File: src/rtl/hamming_disparity_ctrl.sv
// Winner-take-all disparity search: one shared 32-bit Hamming-distance unit scans a
// buffer of candidate census words against a reference word, one candidate per enabled cycle.
module hamming_disparity_ctrl #(
  parameter int unsigned DEPTH = 8,
  parameter int unsigned IDXW  = 3
) (
  input  logic        clk,
  input  logic        reset,
  input  logic        clk_en,
  input  logic        start,
  input  logic [1:0]  n,
  input  logic [31:0] dataa,
  input  logic [31:0] datab,
  output logic [31:0] result,
  output logic        done
);

  typedef enum logic [1:0] {StIdle, StScan, StFin} state_e;

  localparam logic [1:0] OpLoadRef = 2'd0;
  localparam logic [1:0] OpPush    = 2'd1;
  localparam logic [1:0] OpSearch  = 2'd2;
  localparam logic [1:0] OpClear   = 2'd3;

  state_e            state_q, state_d;
  logic [31:0]       ref_q, ref_d;
  logic [31:0]       entry_q [DEPTH];
  logic [IDXW:0]     count_q, count_d;
  logic [IDXW-1:0]   idx_q, idx_d;
  logic [5:0]        best_cost_q, best_cost_d;
  logic [IDXW-1:0]   best_idx_q, best_idx_d;
  logic [5:0]        thr_q, thr_d;
  logic [31:0]       result_q, result_d;
  logic              done_q;
  logic              wr_en;
  logic [31:0]       diff;
  logic [5:0]        cost;
  logic              unused_datab;

  assign unused_datab = ^datab[31:6];

  // The single Hamming unit, fed by the candidate selected by idx.
  assign diff = ref_q ^ entry_q[idx_q];
  always_comb begin
    cost = 6'd0;
    for (int i = 0; i < 32; i++) begin
      cost = cost + 6'(diff[i]);
    end
  end

  always_comb begin
    state_d     = state_q;
    ref_d       = ref_q;
    count_d     = count_q;
    idx_d       = idx_q;
    best_cost_d = best_cost_q;
    best_idx_d  = best_idx_q;
    thr_d       = thr_q;
    result_d    = result_q;
    wr_en       = 1'b0;
    unique case (state_q)
      StIdle: begin
        if (start) begin
          state_d = StFin;
          unique case (n)
            OpLoadRef: begin
              ref_d       = dataa;
              best_cost_d = 6'd63;
              best_idx_d  = '0;
              result_d    = 32'd0;
            end
            OpPush: begin
              if (count_q < (IDXW + 1)'(DEPTH)) begin
                wr_en    = 1'b1;
                count_d  = count_q + 1'b1;
                result_d = {{(31 - IDXW){1'b0}}, count_d};
              end else begin
                result_d = {1'b1, {(30 - IDXW){1'b0}}, count_q};
              end
            end
            OpSearch: begin
              thr_d       = datab[5:0];
              idx_d       = '0;
              best_cost_d = 6'd63;
              best_idx_d  = '0;
              if (count_q == '0) begin
                result_d = 32'h8000_003F;
              end else begin
                state_d = StScan;
              end
            end
            OpClear: begin
              count_d  = '0;
              result_d = 32'd0;
            end
            default: ;
          endcase
        end
      end
      StScan: begin
        // Strict compare: on a tie the earlier (lower) index is kept.
        if (cost < best_cost_q) begin
          best_cost_d = cost;
          best_idx_d  = idx_q;
        end
        idx_d = idx_q + 1'b1;
        if ({1'b0, idx_q} == count_q - 1'b1) begin
          state_d  = StFin;
          result_d = {(best_cost_d > thr_q), {(15 - IDXW){1'b0}}, best_idx_d, 10'd0,
                      best_cost_d};
        end
      end
      StFin: state_d = StIdle;
      default: state_d = StIdle;
    endcase
  end

  always_ff @(posedge clk) begin
    if (!reset) begin
      state_q     <= StIdle;
      ref_q       <= 32'd0;
      count_q     <= '0;
      idx_q       <= '0;
      best_cost_q <= 6'd63;
      best_idx_q  <= '0;
      thr_q       <= 6'd0;
      result_q    <= 32'd0;
      done_q      <= 1'b0;
    end else if (clk_en) begin
      state_q     <= state_d;
      ref_q       <= ref_d;
      count_q     <= count_d;
      idx_q       <= idx_d;
      best_cost_q <= best_cost_d;
      best_idx_q  <= best_idx_d;
      thr_q       <= thr_d;
      result_q    <= result_d;
      done_q      <= (state_d == StFin);
    end
  end

  // Candidate storage is deliberately not reset; count alone defines validity.
  always_ff @(posedge clk) begin
    if (reset && clk_en && wr_en) begin
      entry_q[count_q[IDXW-1:0]] <= dataa;
    end
  end

  assign result = result_q;
  assign done   = done_q;

endmodule
File: config.mk
export PLATFORM = sky130hd
export DESIGN_NAME = hamming_disparity_ctrl
export DESIGN_NICKNAME = d
export VERILOG_FILES = /design/src/rtl/hamming_disparity_ctrl.sv
export SDC_FILE = /design/constraint.sdc
export NUM_CORES = 1
export LEC_CHECK = 0
export ABC_AREA = 1
export CAP_MARGIN = 15
export CELL_PAD_IN_SITES_DETAIL_PLACEMENT = 0
export CELL_PAD_IN_SITES_GLOBAL_PLACEMENT = 1
export CORE_UTILIZATION = 47
export CTS_CLUSTER_SIZE = 14
export DETAILED_ROUTE_END_ITERATION = 7
export HOLD_SLACK_MARGIN = 0.1
export PLACE_DENSITY = 0.87
export SLEW_MARGIN = 25
export SYNTH_ARGS = -nofsm -noshare
export SYNTH_HDL_FRONTEND = slang
export SYNTH_SLANG_ARGS = --single-unit
export TNS_END_PERCENT = 1
File: constraint.sdc
create_clock -name clk -period 9.26 [get_ports clk]
set_clock_uncertainty 0.2 [all_clocks]
set_input_delay 0.926 -clock clk [delete_from_list [all_inputs] [get_ports clk]]
set_output_delay 0.926 -clock clk [all_outputs]
set_load 0.05 [all_outputs]
# [After elaboration in Yosys (flattened, before gate mapping)]
# Memories as Yosys holds them, arrays and structs flattened. A register that Yosys moved wholly into a read port is not among the register bits.
# Cells that the tools add are included.
[totals] elab_cells=108 ramBits=256 memories=1 regBits=89 out_inout_bits=33
[mem_list] name="entry_q" depth=8 width=32 read_ports=1 rd_clocked_by_memory_dff=1 wr=1 line_no="27" rtl="logic [31:0] entry_q [DEPTH];"
[op_classes] muxes=33 n_eq_ne=12 add_sub_neg=34 bitwise_logic=1 n_reduce_logical=15 magnitude_cmp=3
[ops] op="adder 6 x 1 -> 6 bit" count=26
[ops] op="two-way mux 32 bit" count=4
[ops] op="one-hot mux 32 bit (3 select lines)" count=1
[ops] op="one-hot mux 32 bit (2 select lines)" count=1
[ops] op="bitwise XOR 32 bit" count=1
[ops] op="two-way mux 6 bit" count=4
[ops] op="two-way mux 3 bit" count=7
[ops] op="AND reduction 4 bit" count=4
[ops] op="one-hot mux 3 bit (2 select lines)" count=2
[ops] op="one-hot mux 6 bit (2 select lines)" count=1
[ops] op="AND reduction 5 bit" count=2
[ops] op="two-way mux 2 bit" count=4
[ops] op="inequality test 2 bit (second input constant)" count=4
[ops] op="one-hot mux 4 bit (2 select lines)" count=1
[ops] op="adder 5 x 1 -> 6 bit" count=1
[ops] op="equality test 2 bit (second input constant)" count=3
[ops] op="> comparator 6 bit" count=1
[ops] op="< comparator 6 bit" count=1
[ops] op="two-way mux 1 bit" count=6
[ops] op="adder 4 x 1 -> 5 bit" count=1
[ops] op="adder 3 x 1 -> 4 bit" count=1
[ops] op="adder 4 x 1 -> 4 bit (second input constant)" count=1
[ops] op="equality test 2 x 1 -> 1 bit (second input constant)" count=2
[ops] op="equality test 3 x 4 -> 1 bit" count=1
[ops] op="14 further kinds" count=18

# [Logic depth before layout (Yosys ltp)]
# Gate-level depths: netlist of the first run.
[depth] ltp_word=38 depth_mapped=46

# [Least setup slack after synthesis of the first run]
# Ideal clock, no wire load.
[synth_timing] kind="register to register" startpoint="reg with a tool-made name" endpoint="reg result_q[31] (netlist: result[31])" n_path_buf=3 synth_period_minus_slack_ps=7538 setup_slack_ps=1722 setup_ps=114 path_stages_with_launch=44 arrival_time_ps=7224 required_time_ps=8946 cell_sequence="dfxtp_1 -> buf_4 -> inv_2 -> buf_4 -> buf_2 -> nor2_1 -> o221ai_1 -> o21ai_0 -> xnor2_1 -> fa_1 -> inv_1 -> fa_1 -> inv_1 -> fa_1 -> fa_1 -> inv_1 -> fa_1 -> fa_1 -> [... 8 more ...] -> nand2_1 -> inv_1 -> nand2_1 -> nand2_1 -> a21oi_1 -> nand2_1 -> nand2_1 -> inv_1 -> ha_1 -> nand2_1 -> inv_1 -> nand3_1 -> nor2_1 -> nor2_1 -> a21oi_1 -> nand2_1 -> nand2_1 -> nor2_1"
[synth_lines] element="end signal: assignment" line_no="137" rtl="result_q <= result_d;"
[synth_lines] element="end: declaration" line_no="33" rtl="logic [31:0] result_q, result_d;"

==> impl_metrics.csv, run 1 <==
group,metric,value,unit
final_layout,layout-drive-gt1-share,0.0714,
setup_path,path_class,"reg2reg",
power_and_ir_drop,vdd_ir_drop_max,0.000384,V
global_routing,globalRoute.totalOverflow,0,
floorplan,fp.dieH,176,µm
synth,synth-main-ff-cell,"edfxtp_1",
drt,viasPerCell,5.30,
timing,slew_headroom,0.582,
clocking,htree_num_levels,2,
setup_path,rr_endpoint,"result[31]",
synth,yosysUniqueCellTypes,38,
placement,dp_cells,1701,
final_layout,nNetsFinal,1463,
timing,tns,0,ns
timing,rsz0062_at_grt,"no",
synth,ys_top_cells_by_area,"edfxtp_1 54%, dfxtp_1 9.8%, o21ai_0 6.2%",
drt,drt_iter0_markers,681,
placement,hpwl,17900,µm
setup_path,rr_worst_depth,36,
placement,routabilityCongestion,0.792,
final_layout,diodes,0,
floorplan,rows,63,
worst_hold_path,min_path_cells,2,
drt,vias,9351,
floorplan,io_pins,103,
floorplan,core_area,29800,µm²
timing,hold_viol,0,
floorplan,die_x,176,µm
clocking,path_clk_slew,0.06,ns
setup_path,cpPeakStageDelay,0.57,ns
synth,ys_async_sr_fraction,0,
clocking,cts_max_path_buffers,3,
run_status,status,"complete, no violations",
drt,drcViolationCount,0,
global_routing,antenna_found_initial,1,
power_and_ir_drop,power.leakage,6.11,nW
timing,fin_hold_ws,0.267,ns
synth,synthCells,1299,
final_layout,fillers,2508,
clocking,cts_root_buffer,"clkbuf_16",
global_routing,grt_max_degree,97,
drt,wl_per_cell,17.6,µm
synth,yosys-top-cells-count,"256 x edfxtp_1, 192 x nor2_1, 177 x o21ai_0, 149 x nand2_1, 91 x inv_1",
synth,yosysMostFrequentCell,"edfxtp_1",
worst_hold_path,hold_class,"reg2reg",
floorplan,die_area,31100,µm²
clocking,cts_buffers,34,
placement,pre_cts_slack,0.641,ns
synth,synth_top_cell_area_share,0.538,
synth,ys_seq_area_frac,0.636,
setup_path,crit_path_top_delay_cell,"fa_1",
global_routing,grt_pass1_wl,48500,µm
setup_path,critical_path.endpoint_type,"register",
floorplan,initial_core_util,0.480,
final_layout,area_delta_synth_final,14.0,%
setup_path,ff2ff_setup_slack,0.66,ns
final_layout,multi_input_comb_area,4490,µm²
synth,synth_top_area_cell,"edfxtp_1",
timing,setup-violations-final,0,
setup_path,cp_max_fo,29,
final_layout,fin_util,0.547,
drt,first_pass_iters,5,
synth,synth_area,14300,µm²
placement,port_buffers,54,
clocking,tritoncts,"built",
clocking,insertion_delay,0.53,ns
clocking,cts_sinks,326,
timing,tightest_slew,0.627,ns
job,max_cap_viol_count,0,
timing,min_period,8.60,ns
setup_path,startpoint_type,"register",
synth,synth-seq-cells,326,
setup_path,required,9.47,ns
setup_path,crit_end,"result[31]",
drt,wl,31100,µm
final_layout,stdcell_count,1763,
timing,final.setup.worst_slack,0.658,ns
synth,syn_avg_cell_area,11.0,µm²
setup_path,arrival,8.81,ns
synth,ys_warn_count,0,
drt,drtAntennaViolNets,0,
timing,slew_violations,0,
synth,synth_edf_count,256,
timing,timing.fmax,116,MHz
global_routing,grt_pass1_vias,8989,
timing,post-route-period-util,0.929,
final_layout,seqCellArea,9090,µm²
global_routing,gr-usage-all-layers,0.204,
power_and_ir_drop,power_density,330,nW/µm²
## power by group
part	internal (mW)	switching, mW	total (mW)
Clock	0.768	0.550	1.32
Sequential	1.60	0.0131	1.61
Combinational	0.938	1.51	2.45
Total	3.30	2.07	5.37
## worst min-delay path by stage
stage / start / end / slack [ns]
finish: thr_q[2] / thr_q[2] / 0.27
floorplan: thr_q[1] / thr_q[1] / 0.24
global route: thr_q[2] / thr_q[2] / 0.29
global placement: best_cost_q[5] / best_cost_q[5] / 0.25
detailed placement: result[5] / result[5] / 0.26
CTS: thr_q[0] / thr_q[0] / 0.27
## critical path: cells and delay by family (launching register included)
family          cells  cell delay (ns)
xor+xnor            1             0.19
buf+inv             9             1.06
flops               1             0.45
simple gates        8             0.81
fa+ha+maj          10             4.39
compound gates      8             1.35
## state kept, by name, summed over array words and instances (netlist names), named ones only
name / cells
ref_q: 32
done: 1
result: 10
count_q: 4
state_q: 2
thr_q: 6
idx_q: 3
best_idx_q: 3
entry_q: 256
best_cost_q: 6
## metal layers
layer | share of wire | wire [µm] | global-route usage | up-vias
met5 | 0.00042 | 13 | 0 | -
met4 | 0.023 | 715 | 0.0665 | 2
met3 | 0.056 | 1750 | 0.0338 | 49
met2 | 0.48 | 15000 | 0.342 | 263
met1 | 0.44 | 13600 | 0.271 | 4485
li1 | - | - | - | 4552
## layout make-up
class / count / share of cell area
Timing Repair Buffer: 81 / 0.0476
Clock buffer: 50 / 0.0603
Clock inverter: 12 / 0.00607
Sequential cell: 326 / 0.558
Inverter: 96 / 0.0221
Tap cell: 390 / 0.0300
Multi-Input combinational cell: 808 / 0.276
## metrics by stage
stage          cell area [µm²]  power, mW
6_report                 16300       5.37
5_1_grt                  16300       5.86
4_1_cts                  16300       5.41
3_5_place_dp             15200       4.07
3_3_place_gp             15200       4.02
2_1_floorplan            14400       3.50
## cells in the final DEF, fill, tap and decap left out, types with 22 or more instances in the layout
cell type        netlist  final
conb_1                 1     22
fa_1                  24     24
dfxtp_1               70     69
buf_4                 26     24
nand3_1               45     45
ha_1                  22     22
clkbuf_16              0     35
o221ai_1              25     25
nor2_1               192    189
o22ai_1               23     23
o21ai_0              177    177
nand2_1              149    149
a21oi_1               50     49
edfxtp_1             256    256
clkdlybuf4s50_1        0     53
inv_1                 91     91
## cell families (layout without fill, tap and decap cells)
group | after synthesis | count (layout) | synth area share
other | 1 | 22 | 0.000262
AOI/OAI and AO/OA | 297 | 297 | 0.115
adders and majority gates | 46 | 46 | 0.0529
buffers and inverters | 186 | 239 | 0.0591
DFF | 326 | 326 | 0.636
xor gates and xnor gates | 36 | 36 | 0.0221
and+or+nand+nor | 407 | 407 | 0.115
## what timing repair did
action                                  CTS  global route
endpoints found under the setup margin    0             1
hold buffers                              0             0
resized for setup                         0             1
setup buffers                             0             0
No activity file was read; power rests on OpenSTA's default activity.
==> run 2, diff against run 1 <==
==> constraint.sdc (replaced) <==
create_clock -name clk -period 9.2 [get_ports clk]
set_clock_uncertainty 0.2 [all_clocks]
set_input_delay 0.92 -clock clk [delete_from_list [all_inputs] [get_ports clk]]
set_output_delay 0.92 -clock clk [all_outputs]
set_load 0.05 [all_outputs]
==> impl_metrics.csv, run 2 (same netlist as run 1, synthesis figures left out) <==
group,metric,value,unit
global_routing,globalRoute.totalOverflow,0,
global_routing,grt_pass1_vias,9461,
drt,top_layer_used,"met5",
drt,vias,9437,
power_and_ir_drop,power_density,335,nW/µm²
floorplan,rows,63,
timing,post-route-period-util,0.913,
timing,tightest_slew,0.610,ns
final_layout,layout-drive-gt1-share,0.0735,
timing,setup-violations-final,0,
floorplan,initial_core_util,0.480,
global_routing,grt_max_degree,129,
drt,dr_wl_met2,15300,µm
run_status,status,"complete, no violations",
power_and_ir_drop,power.leakage,6.13,nW
setup_path,rr_endpoint,"result[31]",
drt,viasPerCell,5.35,
drt,wl_per_cell,17.8,µm
drt,wl_met3,1720,µm
clocking,htree_num_levels,2,
floorplan,die_area,31100,µm²
final_layout,final_common_cell,"edfxtp_1",
clocking,cts_buffers,35,
placement,dp_cells,1700,
final_layout,final_cell_mix,"256 x edfxtp_1, 189 x nor2_1, 177 x o21ai_0",
timing,slew_violations,0,
setup_path,path_class,"reg2reg",
floorplan,io_pins,103,
setup_path,crit_path_top_delay_cell,"fa_1",
final_layout,largest_register_ff_count,256,
timing,hold_viol,0,
setup_path,rr_worst_depth,35,
worst_hold_path,min_from,"result[4]",
drt,wl,31400,µm
final_layout,stdcell_count,1764,
timing,fin_hold_ws,0.266,ns
floorplan,core_area,29800,µm²
worst_hold_path,whs_endpoint,"result[4]",
final_layout,diodes,0,
drt,drtAntennaViolNets,0,
global_routing,antenna_found_initial,1,
placement,hpwl,18000,µm
clocking,path_clk_slew,0.06,ns
timing,tns,0,ns
placement,port_buffers,54,
timing,rsz0062_at_grt,"no",
clocking,tritoncts,"built",
setup_path,ff2ff_setup_slack,0.80,ns
clocking,cts_sinks,326,
floorplan,die_x,176,µm
timing,slew_headroom,0.594,
placement,routabilityCongestion,0.804,
setup_path,cp_max_fo,128,
setup_path,required,9.41,ns
power_and_ir_drop,vdd_ir_drop_max,0.000505,V
worst_hold_path,hold_class,"reg2reg",
clocking,cts_setup_buffers,0,
clocking,cts_root_buffer,"clkbuf_16",
clocking,cts_hold_buf,0,
global_routing,grt_pass1_wl,50100,µm
drt,drcViolationCount,0,
worst_hold_path,min_path_cells,2,
setup_path,critical_path.endpoint_type,"register",
final_layout,nNetsFinal,1463,
drt,drt_iter0_markers,618,
timing,timing.fmax,119,MHz
setup_path,arrival,8.60,ns
timing,min_period,8.40,ns
global_routing,gr-usage-all-layers,0.209,
final_layout,area_delta_synth_final,14.4,%
clocking,cts_resized,0,
setup_path,startpoint_type,"register",
setup_path,cpPeakStageDelay,0.56,ns
drt,first_pass_iters,5,
floorplan,fp.dieH,176,µm
clocking,insertion_delay,0.53,ns
clocking,cts_max_path_buffers,3,
drt,wl_met1,13600,µm
job,max_cap_viol_count,0,
## run 2: cell type report
class / instances / area, µm²
timing repair buffer: 80 / 768
multi-input combinational: 808 / 4480
clock buffer: 51 / 986
sequential: 326 / 9090
clock inverter: 13 / 165
fill: 2487 / 13500
tap: 390 / 488
inverter: 96 / 360
## run 2: where the power goes
part / leakage (nW) / internal (mW) / switching [mW]
clock network: 0.552 / 0.813 / 0.566
registers: 2.87 / 1.61 / 0.0113
logic: 2.71 / 0.952 / 1.53
## run 2: worst max path at each step
stage / start / end / slack [ns]
after floorplan: register / result[31] / 1.66
after global placement: register / result[31] / 0.89
after detailed placement: register / result[31] / 0.85
after CTS: register / result[31] / 0.76
after global routing: register / result[31] / 0.14
final: register / result[31] / 0.80
## run 2: through the flow
stage	utilization	area (µm²)	total power [mW]	worst slack, ns
floorplan	-	14400	3.53	1.66
global placement	0.510	15200	4.05	0.888
detailed placement	0.510	15200	4.11	0.847
CTS	0.549	16300	5.52	0.764
global route	0.549	16300	6.04	0.144
finish	0.549	16300	5.48	0.803
## run 2: per-layer routing
layer | global-route usage | up-vias
li1 | - | 4560
met1 | 0.267 | 4551
met2 | 0.365 | 267
met3 | 0.0308 | 57
met4 | 0.0690 | 2
met5 | 0 | -
## run 2: critical path, delay by kind of cell, from the launching register on
kind,cells,cell delay (ns)
adder cells (fa/ha/maj),10,4.17
AO/OA/AOI/OAI,8,1.40
buffers and inverters,8,0.89
AND/OR/NAND/NOR,8,0.82
flip-flops,1,0.36
XOR/XNOR,1,0.36
